[src/rtl/cnt_gen.sv]
// General-purpose counter: up/down, programmable terminal value, sync clear/load,
// prescaled enable, wrap/saturate/one-shot modes and registered compare match.
module cnt_gen #(
  parameter int Bits    = 8,
  parameter int PreBits = 4,
  parameter int DIV_RST = 1
) (
  input  logic               CLK,
  input  logic               CLR,
  input  logic               SCLR,
  input  logic               EN,
  input  logic               UP,
  input  logic               LD,
  input  logic [Bits-1:0]    LD_VAL,
  input  logic [1:0]         MODE,
  input  logic [Bits-1:0]    TOP,
  input  logic [Bits-1:0]    CMP,
  input  logic [PreBits-1:0] DIV,
  output logic [Bits-1:0]    Q,
  output logic               TC,
  output logic               WRAP,
  output logic               DONE,
  output logic               CMP_HIT
);

  typedef enum logic [1:0] {
    MODE_WRAP = 2'b00,
    MODE_SAT  = 2'b01,
    MODE_ONE  = 2'b10,
    MODE_ALT  = 2'b11
  } mode_e;

  if (DIV_RST < 1 || DIV_RST > (1 << PreBits)) begin : g_div_rst_chk
    $error("cnt_gen: DIV_RST outside 1..2**PreBits");
  end

  logic [Bits-1:0]    q_q, q_d;
  logic [PreBits-1:0] pre_q, pre_d;
  logic               wrap_q, wrap_d;
  logic               done_q, done_d;
  logic               cmp_hit_q, cmp_hit_d;

  logic [Bits-1:0]    term;
  logic [Bits-1:0]    q_next_step;
  logic               at_term;
  mode_e              mode;

  assign mode        = mode_e'(MODE);
  assign term        = UP ? TOP : '0;
  // An up-count already past TOP is treated as sitting on the terminal value.
  assign at_term     = UP ? (q_q >= TOP) : (q_q == '0);
  assign q_next_step = UP ? (q_q + 1'b1) : (q_q - 1'b1);

  // NOTE: every variable gets a default first so no path can infer a latch.
  always_comb begin
    q_d    = q_q;
    pre_d  = pre_q;
    wrap_d = 1'b0;
    done_d = done_q;

    if (SCLR) begin
      q_d    = '0;
      pre_d  = '0;
      done_d = 1'b0;
    end else if (LD) begin
      q_d    = LD_VAL;
      pre_d  = '0;
      done_d = 1'b0;
    end else if (EN) begin
      if (pre_q < DIV) begin
        pre_d = pre_q + 1'b1;
      end else begin
        pre_d = '0;
        unique case (mode)
          MODE_SAT: begin
            if (!at_term) q_d = q_next_step;
          end
          MODE_ONE: begin
            if (!done_q && !at_term) begin
              q_d    = q_next_step;
              done_d = (q_next_step == term);
            end
          end
          MODE_WRAP, MODE_ALT: begin
            if (at_term) begin
              q_d    = UP ? '0 : TOP;
              wrap_d = 1'b1;
            end else begin
              q_d = q_next_step;
            end
          end
          default: q_d = q_q;
        endcase
      end
    end
  end

  assign cmp_hit_d = (q_d == CMP);

  // NOTE: sequential state uses non-blocking assignments only.
  always_ff @(posedge CLK or negedge CLR) begin
    if (!CLR) begin
      q_q       <= '0;
      pre_q     <= '0;
      wrap_q    <= 1'b0;
      done_q    <= 1'b0;
      cmp_hit_q <= 1'b0;
    end else begin
      q_q       <= q_d;
      pre_q     <= pre_d;
      wrap_q    <= wrap_d;
      done_q    <= done_d;
      cmp_hit_q <= cmp_hit_d;
    end
  end

  assign Q       = q_q;
  assign TC      = at_term;
  assign WRAP    = wrap_q;
  assign DONE    = done_q;
  assign CMP_HIT = cmp_hit_q;

endmodule
[config.mk]
export PLATFORM = sky130hd
export DESIGN_NAME = cnt_gen
export DESIGN_NICKNAME = d
export VERILOG_FILES = /design/src/rtl/cnt_gen.sv
export SDC_FILE = /design/constraint.sdc
export NUM_CORES = 1
export LEC_CHECK = 0
export CORE_ASPECT_RATIO = 0.7
export CORE_MARGIN = 3
export CORE_UTILIZATION = 40
export CTS_CLUSTER_DIAMETER = 120
export DETAILED_ROUTE_END_ITERATION = 10
export PLACE_DENSITY = 0.68
export SYNTH_ARGS = -nofsm -noshare
export SYNTH_HDL_FRONTEND = slang
export SYNTH_SLANG_ARGS = --single-unit
[constraint.sdc]
create_clock -name CLK -period 3.6 [get_ports CLK]
set_input_delay 0.36 -clock CLK [delete_from_list [all_inputs] [get_ports CLK]]
set_output_delay 0.36 -clock CLK [all_outputs]
set_load 0.1 [all_outputs]
==> reports/results.ini <==
[outcome]
status=complete, no violations

[sta]
finalHoldViolCount=0
min_period_over_period_pct=96.4
drv_slew=0
setup_viol=0
tightest_slew_ns=0.977
min_period_ns=3.47
rsz0062_at_grt=false
slew_headroom_pct=34.7
fmax_ghz=0.288
skew_ns=0.00558

[global_route]
grt_first_pass_wirelength_um=14400
track_usage_pct=24.0
grt_pass1_vias=2828
grt_remaining_overflow=0
antenna_found_initial=0
grt_max_degree=21

[detailed_routing]
dr.pass1.iters=5
vias=3106
drt_iter0_drc=509
drc=0
antenna_left=0
routed_wl_um=8930
viasPerCell=6.35
drt-wirelength-per-cell_um=18.3

[die]
core_area_sq_um=5990
fp.dieW_um=102
io-pin-count=48
die_h_um=73.4
initial_core_util_pct=43.3
die_area_sq_um=7500
rows=23

[synthesis]
synthArstFlopShare_pct=100
avgSynthCellArea_sq_um=7.56
seq_area_frac_synth_pct=14.5
ys_warn_count=0
synth-edff-count=0
yosys-top-cells-count=29 x inv_1, 29 x nor2_1, 28 x a21oi_1
ys_ff_latch=15
yosys-top-cells-area=dfrtp_1 14%, ha_1 9.6%, a21oi_1 5.4%, inv_1 4.2%, nor2_1 4.2%
synth_nets=400
netlist_instances=343
synth_top_area_cell=dfrtp_1
synth_top_area_share_pct=14.5
ys_types=76
syn-cell-area_sq_um=2590
synth_flop_cell=dfrtp_1

[setup_path]
crit_required_ns=3.77
crit_family=compound AO/OA/AOI/OAI gates
cpPeakStageDelay_ns=0.49
end_kind=register
critPathMaxFanout=8
crit_top_cell=a211o_1
r2r_end=CMP_HIT
cp_num_buf_inv=2
crit_type=input pin to register
crit_chain=clkdlybuf4s50_1 -> inv_1 -> ha_1 -> a21o_1 -> a211o_1 -> o211a_4 -> or2_1 -> a311oi_1 -> a211o_1 -> o31a_1 -> nand4_1 -> nor4_2
worstSetupStartpointType=input pin
r2r.worst_path.cells=10
r2r-start=Q[6]
worst_path_max_delay_cell=a311oi_1
rrSetupSlack_ns=0.21
arrival_ns=3.64

[clock_network]
insertion_delay_ns=0.26
clock_path_buffers=2
hold_buffers=0
htree_levels=1
cts_setup_buffers=0
cts_tree=done
clkSinkCount=15
clockRootBuffer=clkbuf_8
cts_buffers=3
path_clk_slew_ns=0.07

[place]
gp_congestion=0.990
place_hpwl_um=7140
place_area_sq_um=3350
dp_cells=485
portBuffers=47

[layout]
n_fill_cell=584
layout-drive-gt1-share_pct=15.9
areaGrowthSynthToFinish_pct=31.6
fin_area_sq_um=3410
antennaDiodeCount=0
fin_nets=472
instances_no_fill=489
final_core_util_pct=57.0

[pwr]
power_leakage_nw=1.42
power_density_nw_per_um2=265
peakVddDrop_mv=0.143

[run]
maxCapViolCount=0

[worst_hold_path]
min_path_type=input pin to async pin

through the flow:
step                      worst slack (ns)  hold slack (ns)  TNS, ns  total power (W)
after floorplan                     0.0547           0.0644        0         0.000543
after global placement              -0.231            0.537   -0.241         0.000741
after detailed placement            -0.182            0.555   -0.182         0.000745
after CTS                           0.0558            0.546        0         0.000890
after global routing                0.0250            0.578        0         0.000957
final                                0.130            0.536        0         0.000904
per-layer routing:
metal	part of all wire [%]	GRT usage [%]
met1	47	36.6
met2	40	35.8
met3	12	5.03
met4	0.50	2.18
met5	0	0
where the power goes:
group / switching (W) / total (W) / internal [W]
registers: 0.0000133 / 0.000189 / 0.000176
logic: 0.000332 / 0.000571 / 0.000239
clock network: 0.0000671 / 0.000144 / 0.0000770
total: 0.000412 / 0.000904 / 0.000492
what timing repair did:
item	4_1_cts	5_1_grt
resized for setup	0	3
hold endpoints to repair	0	0
setup endpoints to repair	0	2
state kept, by name, summed over array words and instances, names as in the netlist:
register	count
Q	8
pre_q	4
CMP_HIT	1
DONE	1
WRAP	1
logic make-up after synthesis:
family	after synthesis	synth area share, %
buffers and inverters	48	7.81
xor gates and xnor gates	12	4.05
muxes	6	2.41
AOI/OAI and AO/OA	127	37.0
adders and majority gates	21	10.4
DFF	15	14.5
and+or+nand+nor	114	23.8
cell usage in the layout (no fill, tap or decap), types with 5 or more instances in the layout:
master,netlist,layout
clkdlybuf4s50_1,0,46
buf_4,1,39
inv_1,29,29
nor2_1,29,29
a21oi_1,28,28
ha_1,20,20
nor3_1,18,18
nand2_1,16,16
o21ai_0,14,14
dfrtp_1,15,12
xnor2_1,9,9
nor2b_1,7,7
nor3b_1,6,6
a211oi_1,6,6
o31ai_1,6,6
o22ai_1,6,6
nand3_1,5,5
o21a_1,5,5
nor4_1,5,5
a31oi_1,5,5
worst max path at each step:
stage	start	endpoint	slack, ns	cells past startpoint
after global placement	TOP[1]	CMP_HIT	-0.23	14
after CTS	TOP[1]	CMP_HIT	0.06	14
after global routing	TOP[4]	CMP_HIT	0.03	12
final	TOP[6]	CMP_HIT	0.13	12
after detailed placement	TOP[3]	CMP_HIT	-0.18	14
after floorplan	Q[4]	CMP_HIT	0.05	11
area by class of cell:
| cell class | count | area [sq um] | share of cell area, % |
|---|---|---|---|
| multi-input combinational | 280 | 2030 | 59.4 |
| timing repair buffer | 85 | 753 | 22.1 |
| sequential | 15 | 379 | 11.1 |
| clock inverter | 1 | 5.00 | 0.147 |
| clock buffer | 3 | 41.3 | 1.21 |
| inverter | 30 | 113 | 3.30 |
| tap | 75 | 93.8 | 2.75 |
(Power assumes the default switching activity.)
==> RTL edit 1, RTL diff (config.mk and constraints unchanged) <==
Remove the register `wrap_q`: a continuous assignment takes its place, so the output `WRAP` follows one clock earlier.
--- a/src/rtl/cnt_gen.sv
+++ b/src/rtl/cnt_gen.sv
@@ -103,5 +103,4 @@
       q_q       <= '0;
       pre_q     <= '0;
-      wrap_q    <= 1'b0;
       done_q    <= 1'b0;
       cmp_hit_q <= 1'b0;
@@ -109,9 +108,10 @@
       q_q       <= q_d;
       pre_q     <= pre_d;
-      wrap_q    <= wrap_d;
       done_q    <= done_d;
       cmp_hit_q <= cmp_hit_d;
     end
   end
+
+  assign wrap_q = wrap_d;
 
   assign Q       = q_q;
Function: changed (Yosys sat finds a counterexample within 4 cycles, from zero or initial values).
==> RTL edit 1 against the unedited design <==
- via count decreased by 11%
- area after synthesis fell by 6.2%
- wire length is 10% lower
- worst setup slack gained 0.10 ns
- design area shrank 5.5%
- combinational power fell by 2%
- sequential cell count shrank 1
- total power is 0.27% lower
- highest routed layer unchanged
==> RTL edit 1: results (changes against the unedited design) <==
Layout cell share with drive strength beyond 1: 15.3% (-0.62 points)
Mapped Cells: 321 (-6.4%)
Post-Place Cells: 453 (-6.6%)
Placed Area: 3140 sq um (-6.5%)
Flop pwr share: 20.5% (-0.4 points)
Hold_ws: 0.524 ns (-0.0116 ns)
Unique cell type count in the Yosys netlist: 68 (-11%)
Reg2reg start: Q[3]
Pwr Density: 280 nW/um^2 (+5.6%)
Die W: 99.2 um (-3.0%)
Multi-input logic area: 1910 sq um (-5.8%)
Finished Cell Area: 3220 sq um (-5.5%)
Largest net degree at the start of global routing: 16 (-24%)
Mux share of post-synthesis cell area: 3.55% (+1.1 points)
Vias in the first global route: 2502 (-12%)
Clk tree area frac: 1.71% (+0.35 points)
VDD IR-drop max: 151 uV (+5.7%)
Place WS: -0.0273 ns (+0.155 ns)
Crit path arrival time: 3.56 ns (-0.08 ns)
Final setup skew: 0.00105 ns (-0.00453 ns)
Clk power: 157 uW (+9%)
Drt wl/cell: 17.5 um (-4.3%)
Layout non-clock buf frac: 21.6% (-0.49 points)
Post-synthesis sequential area ratio: 14.4% (-0.068 points)
Non-clock buffers: 76 (-11%)
Met2 WL post-DR: 3110 um (-14%)
Layout Nets: 443 (-6.1%)
Sequential cell count: 14 (-1)
Synth Area in Adders: 11.1% (+0.69 points)
Synth top area cells: dfrtp_1 14%, ha_1 10%, inv_1 4.5%
Met3 usage: 7.20% (+2.2 points)
Status: finished, final reports clean
Met1 usage: 36.6% (-0.038 points)
RD Place Congestion: 0.997 (+0.73%)
Overall routing resource usage: 22.8% (-1.2 points)
Commonest cells post-synth: 29 x inv_1, 25 x nand2_1, 20 x ha_1, 20 x nor2_1, 19 x a21oi_1
RTL edit 1: changes by cell type in the layout (fill, tap and decap cells not counted), moves of 4 or more:
cell     delta
a21oi_1     -9
buf_4       -9
nand2_1     +9
nor2_1      -9
nor3_1      -6
and3_1      +5
a31oi_1     +4
nand3_1     +4
o31ai_1     -4
or3_1       -4
RTL edit 1: worst max-delay path, cell delays in order:
cell	delay, ns
clkdlybuf4s50_1	0.54
inv_1	0.06
ha_1	0.31
a21oi_1	0.24
o21ai_1	0.17
o211ai_4	0.30
buf_4	0.18
mux2_4	0.30
a2111oi_4	0.41
nor4_1	0.12
a2111oi_2	0.32
and4_1	0.24
RTL edit 1: timing repair:
item                       CTS  global route
hold endpoints to repair     0             0
resized for setup            0             3
buffers inserted             0             3
setup endpoints to repair    0             1
==> RTL edit 2, RTL diff (same flow settings) <==
Without the edit above. The parameter `PreBits` goes from 4 to 3.
--- a/src/rtl/cnt_gen.sv
+++ b/src/rtl/cnt_gen.sv
@@ -3,5 +3,5 @@
 module cnt_gen #(
   parameter int Bits    = 8,
-  parameter int PreBits = 4,
+  parameter int PreBits = 3,
   parameter int DIV_RST = 1
 ) (
Interface: changed (resized DIV); port bits go from 48 to 47. No check against the original RTL was run, so the function may have changed too.
==> RTL edit 2 against the unedited design <==
- sequential cell count shrank 1
- maximum frequency up 4.8%
- total power is 2.1% lower
- worst setup slack better by 0.16 ns
- design area fell by 3.4%
- count of clock-buffer cells in the layout up 1
- wire length shrank 0.56%
- area after synthesis shrank 3.1%
- critical endpoint unchanged
==> RTL edit 2: results (changes against the unedited design) <==
Status: finished, final reports clean
Reg2Reg Depth: 11 (+1)
Fin. Hold Viols: 0 (unchanged)
Critical path's slowest cell: clkdlybuf4s50_1
First-pass GRT wire length: 13800 um (-3.6%)
Place WS: 0.0308 ns (+0.213 ns)
CP Capture Point: CMP_HIT
RD Place Congestion: 0.969 (-2.1%)
VDD IR-drop max: 142 uV (-1.1%)
Layout cell share with drive strength beyond 1: 13.5% (-2.4 points)
Via total after detailed routing: 3039 (-2.2%)
Layout Nets: 463 (-1.9%)
Overall routing resource usage: 24.0% (-0.040 points)
Crit path arrival time: 3.50 ns (-0.14 ns)
LEAKAGE: 1.39 nW (-2.1%)
Placed wire-length estimate: 7240 um (+1.4%)
Placed Area: 3250 sq um (-3.1%)
Syn_nets: 393 (-1.8%)
Final setup skew: 0.00281 ns (-0.00278 ns)
Seq group: 178 uW (-6%)
Setup bufs post-CTS: 0 (unchanged)
Largest net degree at the start of global routing: 30 (+43%)
H-tree levels: 1 (unchanged)
Max reg flops: 8 (unchanged)
Comb power: 569 uW (about the same)
Synth Area in Adders: 10.3% (-0.17 points)
Post-synth top flop: dfrtp_1
Port Buffers: 46 (-2.1%)
Logic gate share of total power: 64.3% (+1.2 points)
Worst setup path startpoint: TOP[3]
Commonest cells post-synth: 33 x nand2_1, 27 x a21oi_1, 25 x inv_1
Post-synthesis sequential area ratio: 13.9% (-0.53 points)
Antenna cell count: 0 (unchanged)
Synth top area cells: dfrtp_1 14%, ha_1 9.5%, a21oi_1 5.4%
Clock root cell: clkbuf_8
DR pass1 iterations: 5 (unchanged)
Mux share of post-synthesis cell area: 1.39% (-1.0 points)
Ys Warns: 0 (unchanged)
CP max stage delay: 0.51 ns (+0.02 ns)
Slew @ Worst Pin: 0.969 ns (-0.00766 ns)
Max Freq: 302 MHz (+4.8%)
R2R setup slack: 0.50 ns (+0.29 ns)
Post-Route WL: 8880 um (-0.56%)
Filler cells: 567 (-2.9%)
Top fanout value on the critical path: 3 (-5)
Sw Share: 46.0% (+0.43 points)
CTS-repair resized insts: 0 (unchanged)
Synth Area in Compound Gates: 37.5% (+0.43 points)
Asr flop ratio synth: 100% (unchanged)
Initial DRC count: 269 (-47%)
Unique cell type count in the Yosys netlist: 68 (-11%)
Insertion delay to the later sink of the worst-skew pair: 0.25 ns
Reg2reg start: Q[0]
Total CTS buffers: 3 (unchanged)
Critical path's top delay family: compound AO/OA/AOI/OAI gates
Vias in the first global route: 2642 (-6.6%)
Post-synthesis xor/xnor area fraction: 3.78% (-0.27 points)
[RTL edit 2: cell types whose count changed after synthesis, moves of 4 or more]
| cell | delta |
|---|---|
| nand2b_1 | +5 |
| nor2_1 | -12 |
| nand2_1 | +17 |
| nor3b_1 | -5 |
| a221o_1 | -4 |
| a22oi_1 | +4 |
| inv_1 | -4 |
| a21o_1 | +4 |
| o211ai_1 | +6 |
[RTL edit 2: metal layers]
metal  routed length [um]  GRT usage (%)  vias up
met5                    0              0        -
li1                     -              -     1441
met4                   22           1.49        0
met3                  884           4.23        2
met1                 4470           39.5     1415
met2                 3500           32.9      181
[RTL edit 2: through the flow]
step                instances  hold slack, ns  utilization [%]
finish                    482           0.531             55.9
global route              482           0.576             55.9
CTS                       482           0.546             55.9
detailed placement        478           0.623             55.1
global placement          478           0.596             55.1
floorplan                 338          0.0644                -
[RTL edit 2: final cells by class]
cell class,instances,share of cell area (%)
timing repair buffer,82,22.5
multi-input combinational,282,59.8
inverter,25,2.85
sequential,14,10.7
clock buffer,4,1.37
tap,75,2.85
